<file path="src/rtl/w_stream_tx.sv">
// Serializes WIDTH-bit words MSB first onto a single-bit stream.
// Also reports the length of the current run of equal bits, saturating at RUN_LEN.
module w_stream_tx #(
    parameter int WIDTH   = 8,
    parameter int RUN_LEN = 4
) (
    input  logic             clk,
    input  logic             reset,
    input  logic [WIDTH-1:0] data_in,
    input  logic             data_valid,
    output logic             data_ready,
    output logic             w,
    output logic             w_valid,
    output logic [2:0]       run_len,
    output logic             run_hit
);

    localparam int CW = (WIDTH > 2) ? $clog2(WIDTH) : 1;
    localparam logic [CW-1:0] LAST_IDX = CW'(WIDTH - 1);
    localparam logic [2:0]    RUN_MAX  = 3'(RUN_LEN);

    typedef enum logic {
        IDLE  = 1'b0,
        SHIFT = 1'b1
    } state_t;

    state_t           state_r;
    logic [WIDTH-1:0] sr_r;
    logic [CW-1:0]    cnt_r;

    logic             last_s;
    logic             load_s;
    logic             next_bit_s;
    logic [2:0]       run_next_s;

    // Handshake qualification and the run length the next transmitted bit will carry
    always_comb begin
        last_s     = (state_r == SHIFT) && (cnt_r == LAST_IDX);
        data_ready = (state_r == IDLE) || last_s;
        load_s     = data_valid && data_ready;
        next_bit_s = load_s ? data_in[WIDTH-1] : sr_r[WIDTH-1];
        // A run continues only if the previous cycle actually carried a bit
        if (!w_valid) begin
            run_next_s = 3'd1;
        end else if (next_bit_s != w) begin
            run_next_s = 3'd1;
        end else if (run_len >= RUN_MAX) begin
            run_next_s = RUN_MAX;
        end else begin
            run_next_s = run_len + 3'd1;
        end
    end

    assign run_hit = (run_len == RUN_MAX);

    // Transmit FSM: word capture, shifting, and registered stream outputs
    always_ff @(posedge clk or posedge reset) begin
        if (reset) begin
            state_r <= IDLE;
            sr_r    <= '0;
            cnt_r   <= '0;
            w       <= 1'b0;
            w_valid <= 1'b0;
            run_len <= 3'd0;
        end else begin
            case (state_r)
                IDLE: begin
                    if (load_s) begin
                        state_r <= SHIFT;
                        sr_r    <= {data_in[WIDTH-2:0], 1'b0};
                        cnt_r   <= CW'(0);
                        w       <= data_in[WIDTH-1];
                        w_valid <= 1'b1;
                        run_len <= run_next_s;
                    end else begin
                        w       <= 1'b0;
                        w_valid <= 1'b0;
                        run_len <= 3'd0;
                    end
                end
                SHIFT: begin
                    if (load_s) begin
                        // Back-to-back word: the MSB follows the previous LSB with no gap
                        sr_r    <= {data_in[WIDTH-2:0], 1'b0};
                        cnt_r   <= CW'(0);
                        w       <= data_in[WIDTH-1];
                        w_valid <= 1'b1;
                        run_len <= run_next_s;
                    end else if (last_s) begin
                        state_r <= IDLE;
                        sr_r    <= '0;
                        cnt_r   <= CW'(0);
                        w       <= 1'b0;
                        w_valid <= 1'b0;
                        run_len <= 3'd0;
                    end else begin
                        sr_r    <= {sr_r[WIDTH-2:0], 1'b0};
                        cnt_r   <= cnt_r + CW'(1);
                        w       <= sr_r[WIDTH-1];
                        w_valid <= 1'b1;
                        run_len <= run_next_s;
                    end
                end
                default: begin
                    state_r <= IDLE;
                    sr_r    <= '0;
                    cnt_r   <= CW'(0);
                    w       <= 1'b0;
                    w_valid <= 1'b0;
                    run_len <= 3'd0;
                end
            endcase
        end
    end

endmodule

</file>
<file path="config.mk">
export PLATFORM = sky130hd
export DESIGN_NAME = w_stream_tx
export DESIGN_NICKNAME = d
export VERILOG_FILES = /design/src/rtl/w_stream_tx.sv
export SDC_FILE = /design/constraint.sdc
export NUM_CORES = 1
export LEC_CHECK = 0
export ABC_CLOCK_PERIOD_IN_PS = 2400
export CAP_MARGIN = 20
export CORE_ASPECT_RATIO = 0.9
export CORE_MARGIN = 4
export CORE_UTILIZATION = 48
export DETAILED_ROUTE_END_ITERATION = 10
export GPL_ROUTABILITY_DRIVEN = 0
export GPL_TIMING_DRIVEN = 1
export PLACE_DENSITY = 0.77
export SLEW_MARGIN = 10
export SYNTH_ARGS = -nofsm -noshare
export SYNTH_HDL_FRONTEND = slang
export SYNTH_SLANG_ARGS = --single-unit
</file>
<file path="constraint.sdc">
create_clock -name clk -period 2.4 [get_ports clk]
set_clock_uncertainty 0.2 [all_clocks]
set_input_delay 0.36 -clock clk [delete_from_list [all_inputs] [get_ports clk]]
set_output_delay 0.36 -clock clk [all_outputs]
set_load 0.02 [all_outputs]
</file>
# Yosys cells after proc, flatten, opt, wreduce, memory -nomap -nowiden
# Index checks and enable logic that the tools add are counted.
# classes
n_eq_ne	4
n_addsub	2
n_lt_le_gt_ge	1
muxes	24
reduce_logical	3
bitwise	1
# ops
op	count
$mux 3	9
$mux 8	3
$pmux 8 s2	1
$pmux 3 s2	2
$mux 1	7
$add 3x1->3 const B	2
$eq 3x3->1 const B	2
$pmux 1 s2	2
$ge 3x3->1 const B	1
$logic_and 1x1->1	2
$ne 2x2->1 const B	1
$logic_or 1x1->1	1
$ne 1x1->1	1
$not 1->1	1
# word_totals
word_cells	40
in_bits	11
out_inout_bits	7
regBits	16

# Longest topological paths before layout
# Gate-level depths: netlist of the first run.
# depth
ltp_word	11
depth_mapped	7
mapped_depth_nobuf	6

# Worst setup path after synthesis of the first run
# Ideal clock, no wire load.
# synth_timing
path_kind	register to register
from	register cnt_r[0]
to	register run_len[0]
arrival_ns	1.386
slack_ns	0.682
period_less_slack_ns	1.718
n_path_buf	1
stages_incl_launch_ff	7
setup_time_ns	0.132
required_ns	2.068
cell_sequence	dfrtp_1 > ha_1 > ha_1 > buf_4 > a21bo_2 > a211oi_1 > a311oi_1
# synth_between
elab_chain_cells	11
elab_cells_between_ends	12
classes_between	2 x eq/ne; 7 x mux; 3 x reduce/logical
# synth_rtl
item	line	rtl
start: declaration	29	logic [CW-1:0] cnt_r;
start signal: assignment	98	cnt_r <= cnt_r + CW'(1);
$eq 3x3->1 *	38	last_s = (state_r == SHIFT) && (cnt_r == LAST_IDX);
$logic_and 1x1->1 *	38	
$logic_or 1x1->1	39	data_ready = (state_r == IDLE) || last_s;
$logic_and 1x1->1	40	load_s = data_valid && data_ready;
$mux 1	41	next_bit_s = load_s ? data_in[WIDTH-1] : sr_r[WIDTH-1];
$ne 1x1->1	45	end else if (next_bit_s != w) begin
$mux 3	45	
$mux 3	43	if (!w_valid) begin
$mux 3	89	end else if (last_s) begin
$mux 3	82	if (load_s) begin
$pmux 3 s2 *	66	case (state_r)
end signal: assignment	74	run_len <= run_next_s;
end signal: assignment	88	run_len <= run_next_s;
end signal: assignment	101	run_len <= run_next_s;
end: declaration	14	output logic [2:0] run_len,
# Every way passes the cells marked *; elsewhere a longest branch is shown, timed or not.
# A chain may end at the register's enable or synchronous reset.

# Worst setup path in the final report of the first run
# layout_timing
from	register cnt_r[0]
to	output data_ready
# layout_between
elab_chain_cells	3
# layout_rtl
item	line	rtl
$eq 3x3->1	38	
$logic_and 1x1->1	38	
$logic_or 1x1->1	39	
end: declaration	11	output logic data_ready,
# No other way between the ends.

==> impl_results.md, run 1 <==
* Run status: finished clean
* Pwr dens at ~1100 nW/um^2
* DR vias at 642
* Mapped Cells at 77
* Nets at 113
* Seq cells post-synth at 15
* TNS Setup at 0 ns
* Seq/Total Area, Yosys at 0.464
* Antenna viol nets, final at 0
* Clock Latency Late Sink at 0.29 ns
* Hold_buf cts at 0
* IO Port Bufs at 17
* Crit path DAT at 1.65 ns
* Multi-input combinational cell area at 373 sq um
* RSZ-0062 raised after global routing: false
* Initial core utilization at 0.534
* Unique masters post-synth at 23
* Die Span X at 51.3 microns
* Layout cells sized above 1 at 0.0928
* Drt first pass iters at 4
* Via density per instance at around 5.4
* Hpwl dp at 1160 microns
* Crit path max fanout at 3
* YS warnings at 0
* Type of the worst setup path: flop to output port
* Clk sinks at 15
* Total gr overflow at 0
* Full die area at approximately 2400 sq um
* Worst flop-to-flop path endpoint: run_len[0]
* Chip Height at 46.9 microns
* R2R cell count at 6
* Max Fclk at 453 MHz
* Final Setup Violations at 0
* CTS Buf Count at 3
* Flop2flop setup slack at approximately 0.59 ns
* Syn Nets at 92
* Fin crit period at roughly 2.2 ns
* Worst min-delay path class: primary input to async pin
* Total core area at ~1500 sq um
* Sequential cell area at 375 sq um
* Pre-CTS setup slack at 0.292 ns
* Leak pwr at between 0.4 and 0.5 nW
* VDD IR max at roughly 0.6 mV
* Largest net degree at the start of global routing at 18
* Routed WL at 1550 microns
* Fin worst setup slack at 0.194 ns
* Reg2reg start: cnt_r[0]
* Worst Setup End Kind: output port
* Number of global-route vias before repair at 601
* Core Rows at 13
* Synthesized area at 808 sq um
* Commonest non-fill, non-tap cell in the layout: clkdlybuf4s50_1
* 1st-iter DRT viols at 8
* First-pass GRT wire length at 2750 microns
* Most frequent cells in the layout: clkdlybuf4s50_1 (16), dfrtp_1 (15), o21ai_0 (10), mux2i_1 (7)
* Final Hold Viols at 0
* Actual slew at the worst max-slew pin at 0.576 ns
* GRT Util Overall at 0.160
* Fillcell total at 127
* Top Ports at 18
* TritonCTS clock tree: built
* Max-Cap Viols at 0
* Post-CTS setup buffers at 0
* Bufs on Longest Clock Path at 2
* Antenna diode count at 0
* Startpoint Class: flop
* H-tree depth at 1
* Reg clk slew, reported paths at 0.09 ns
* Rel. slew slack at 0.615
* Final period util at 0.919
* DRC violations left at 0
* Fin. max-slew vios at 0
* Routed len/inst at 13.0 microns
* Initial antenna violation count at 0
* CP required at 1.84 ns
* Mean Syn Cell Area at 10.5 sq um
* Post-cts resize count at 1
* Root Driver: clkbuf_4
* Area growth syn-to-layout at 26.6%
layer usage:
metal	global-route usage	share of wire	vias to the layer above
met2	0.267	0.47	17
met3	0.0603	0.059	5
met5	0	0	-
li1	-	-	321
met1	0.198	0.46	299
met4	0.0471	0.014	0
logic make-up after synthesis:
group           count (synthesis)  synth area share
compound gates                 21             0.183
fa+ha+maj                       4            0.0619
flops                          15             0.464
xor+xnor                        2            0.0217
buf+inv                        11            0.0743
simple gates                   17             0.108
mux                             7            0.0867
power breakdown:
group	leakage (nW)	total, W	internal [W]	switching (W)
sequential	0.190	0.000421	0.000351	0.0000705
clock	0.0150	0.000146	0.0000646	0.0000810
combinational	0.260	0.000513	0.000258	0.000255
total	0.466	0.00108	0.000673	0.000407
synthesized netlist by cell type:
cell type | instances | area share
a211oi_1 | 1 | 0.0093
a21bo_2 | 1 | 0.012
a311oi_1 | 1 | 0.011
a32o_1 | 1 | 0.012
a32oi_1 | 6 | 0.065
and2_1 | 1 | 0.0077
and4bb_2 | 1 | 0.015
buf_4 | 3 | 0.028
buf_6 | 1 | 0.014
clkbuf_1 | 1 | 0.0046
dfrtp_1 | 15 | 0.46
ha_1 | 4 | 0.062
inv_1 | 6 | 0.028
mux2i_1 | 7 | 0.087
nand2_1 | 5 | 0.023
nand2b_1 | 1 | 0.0077
nand3_1 | 3 | 0.019
nor2_1 | 4 | 0.019
nor2b_1 | 1 | 0.0077
nor3b_1 | 1 | 0.0093
o21ai_0 | 10 | 0.062
o22a_1 | 1 | 0.011
xor2_1 | 2 | 0.022
worst max path at each step:
stage | end | slack (ns) | start | depth (start not counted)
floorplan | run_len[0] | 0.68 | cnt_r[0] | 6
global placement | data_ready | 0.34 | cnt_r[0] | 5
detailed placement | data_ready | 0.29 | cnt_r[0] | 5
CTS | data_ready | 0.19 | cnt_r[0] | 5
global route | data_ready | 0.1 | cnt_r[0] | 5
finish | data_ready | 0.19 | cnt_r[0] | 5
flip-flops by register name, indices dropped and copies added (netlist names):
register / cells
run_len: 3
cnt_r: 3
sr_r: 7
state_r: 1
w: 1
stage by stage:
step / total power [W] / instances / utilization / hold slack [ns] / cell area [sq um]
6_report: 0.00108 / 119 / 0.677 / 0.217 / 1020
5_1_grt: 0.00117 / 119 / 0.677 / 0.253 / 1020
4_1_cts: 0.00110 / 119 / 0.677 / 0.242 / 1020
3_5_place_dp: 0.000955 / 115 / 0.660 / 0.288 / 998
3_3_place_gp: 0.000933 / 115 / 0.660 / 0.279 / 998
2_1_floorplan: 0.000765 / 77 / - / 0.0615 / 808
layout make-up:
| cell class | count | area share |
|---|---|---|
| clock buffer | 4 | 0.0257 |
| inverter | 6 | 0.0220 |
| multi-input combinational | 51 | 0.364 |
| sequential | 15 | 0.367 |
| tap | 22 | 0.0269 |
| timing repair buffer | 21 | 0.194 |
worst max-delay path: stages, from the launching register on:
cell and delay, ns:
dfrtp_1 0.40, ha_1 0.21, ha_1 0.20, nor2b_1 0.14
inv_1 0.08, dlygate4sd2_1 0.32
Note: power is estimated with default switching activity, not from simulation.
==> inputs of run 2 (changes only) <==
Settings changed: REMOVE_ABC_BUFFERS set to 1.
==> impl_results.md, run 2 (same netlist as run 1, synthesis figures left out) <==
* Final Non-Filler Cells at 119 (unchanged)
* Type of the worst setup path: flop to output port
* TritonCTS clock tree: built
* 1st-iter DRT viols at 12 (+4)
* Actual slew at the worst max-slew pin at 0.577 ns (+0.000807 ns)
* Pwr dens at 1060 nW/um^2 (+0.58%)
* Fin. max-slew vios at 0 (unchanged)
* Root Driver: clkbuf_4
* DR vias at 637 (-0.78%)
* Fin crit period at 2.23 ns (+0.0216 ns)
* Crit path max fanout at 3 (unchanged)
* Via density per instance at 5.35 (-0.78%)
* Largest net degree at the start of global routing at 16 (-2)
* Layout cells sized above 1 at 0.103 (+0.0103)
* Routed WL at 1660 microns (+7.1%)
* Initial core utilization at 0.534 (unchanged)
* Post-Route Utilization at 0.677 (+0.000827)
* Clock Latency Late Sink at 0.29 ns (about the same)
* Antenna viol nets, final at 0 (unchanged)
* Clk sinks at 15 (unchanged)
* Max FFs per register at 7 (unchanged)
* Number of global-route vias before repair at 607 (+1.0%)
* Leak pwr at 0.468 nW (+0.59%)
* Nets at 113 (unchanged)
* Post-CTS setup buffers at 0 (unchanged)
* Hold WS at 0.214 ns (-0.00363 ns)
* Run status: finished clean
* Crit path DAT at 1.67 ns (+0.02 ns)
* Routed len/inst at 13.9 microns (+7.1%)
* CP required at 1.84 ns (about the same)
* Initial antenna violation count at 0 (unchanged)
* CTS Buf Count at 3 (unchanged)
* Hold_buf cts at 0 (unchanged)
* H-tree depth at 1 (unchanged)
* Bufs on Longest Clock Path at 2 (unchanged)
* IO Port Bufs at 17 (unchanged)
* First-pass GRT wire length at 2760 microns (+0.25%)
* Top Metal Used: met4
* Core Rows at 13 (unchanged)
* Worst min-delay path class: primary input to async pin
* Largest regs: sr_r: 7 flops, cnt_r: 3 flops, run_len: 3 flops
* Max-Cap Viols at 0 (unchanged)
* Reg clk slew, reported paths at 0.09 ns (about the same)
* DR WL met3 at 84 microns (-7.7%)
* Commonest non-fill, non-tap cell in the layout: clkdlybuf4s50_1
* Die Span X at 51.3 microns (unchanged)
* RSZ-0062 raised after global routing: false
* Hpwl dp at 1240 microns (+6.5%)
* Max Fclk at 449 MHz (-0.97%)
* Total core area at 1510 sq um (unchanged)
* Full die area at 2410 sq um (unchanged)
* Top Ports at 18 (unchanged)
* Most frequent cells in the layout: clkdlybuf4s50_1 (16), dfrtp_1 (15), o21ai_0 (10), mux2i_1 (7)
* Most flops, register: sr_r
* Chip Height at 46.9 microns (unchanged)
* Rel. slew slack at 0.615 (about the same)
* Final Hold Viols at 0 (unchanged)
* Final period util at 0.928 (+0.00899)
* TNS Setup at 0 ns (unchanged)
* Antenna diode count at 0 (unchanged)
* Post-cts resize count at 1 (unchanged)
* Final Setup Violations at 0 (unchanged)
* Startpoint Class: flop
* Worst Setup End Kind: output port
* Met1 WL at 784 microns (+11%)
* DP Cell Count at 115 (unchanged)
* Total gr overflow at 0 (unchanged)
* Area growth syn-to-layout at 26.8%
* Detail Route met2 WL at 765 microns (+4.9%)
* GRT Util Overall at 0.160 (+0.000359)
* VDD IR max at 0.563 mV (-5.1%)
* Drt first pass iters at 4 (unchanged)
* DRC violations left at 0 (unchanged)
==> run 2: changes by cell type in the layout (fill, tap and decap cells not counted) <==
cell / previous run / this run
clkbuf_1: 1 / 0
clkinv_2: 0 / 1
==> run 2: layer usage <==
metal  GRT usage  vias up
li1            -      316
met1       0.198      302
met2       0.262       15
met3      0.0571        4
met4      0.0628        0
met5           0        -
==> run 2: final timing paths <==
check / from / end / slack (ns) / depth (start not counted)
worst min-delay path: reset / sr_r[1] / 0.21 / 2
min in group clk: sr_r[3] / sr_r[4] / 0.30 / 2
max in group asynchronous: reset / sr_r[7] / 1.41 / 2
worst max-delay path: cnt_r[0] / data_ready / 0.17 / 5
worst min register to register: sr_r[3] / sr_r[4] / 0.30 / 2
worst max register to register: cnt_r[0] / run_len[0] / 0.57 / 6
==> run 2: through the flow <==
step / total power, W / setup WS [ns] / instance area, sq um
after floorplan: 0.000738 / 0.348 / 771
after global placement: 0.000932 / 0.354 / 998
after detailed placement: 0.000954 / 0.264 / 998
after CTS: 0.00110 / 0.152 / 1020
after global routing: 0.00118 / 0.106 / 1020
final: 0.00109 / 0.172 / 1020
==> run 2: power breakdown <==
part | switching (W) | leakage [nW] | internal, W
clock network | 0.0000860 | 0.0177 | 0.0000621
registers | 0.0000728 | 0.190 | 0.000351
logic | 0.000261 | 0.260 | 0.000255
==> run 2: layout make-up <==
cell class,instances,area (sq um)
Clock buffer,3,22.5
Clock inverter,1,5.00
Fill cell,130,488
Inverter,6,22.5
Multi-Input combinational cell,51,373
Sequential cell,15,375
Tap cell,22,27.5
Timing Repair Buffer,21,199
==> run 2: worst max-delay path, cell delays in order (launching register included) <==
cell and delay, ns:
dfrtp_1 0.41, ha_1 0.20, ha_1 0.19, nor2b_1 0.17
inv_1 0.09, dlygate4sd2_1 0.33
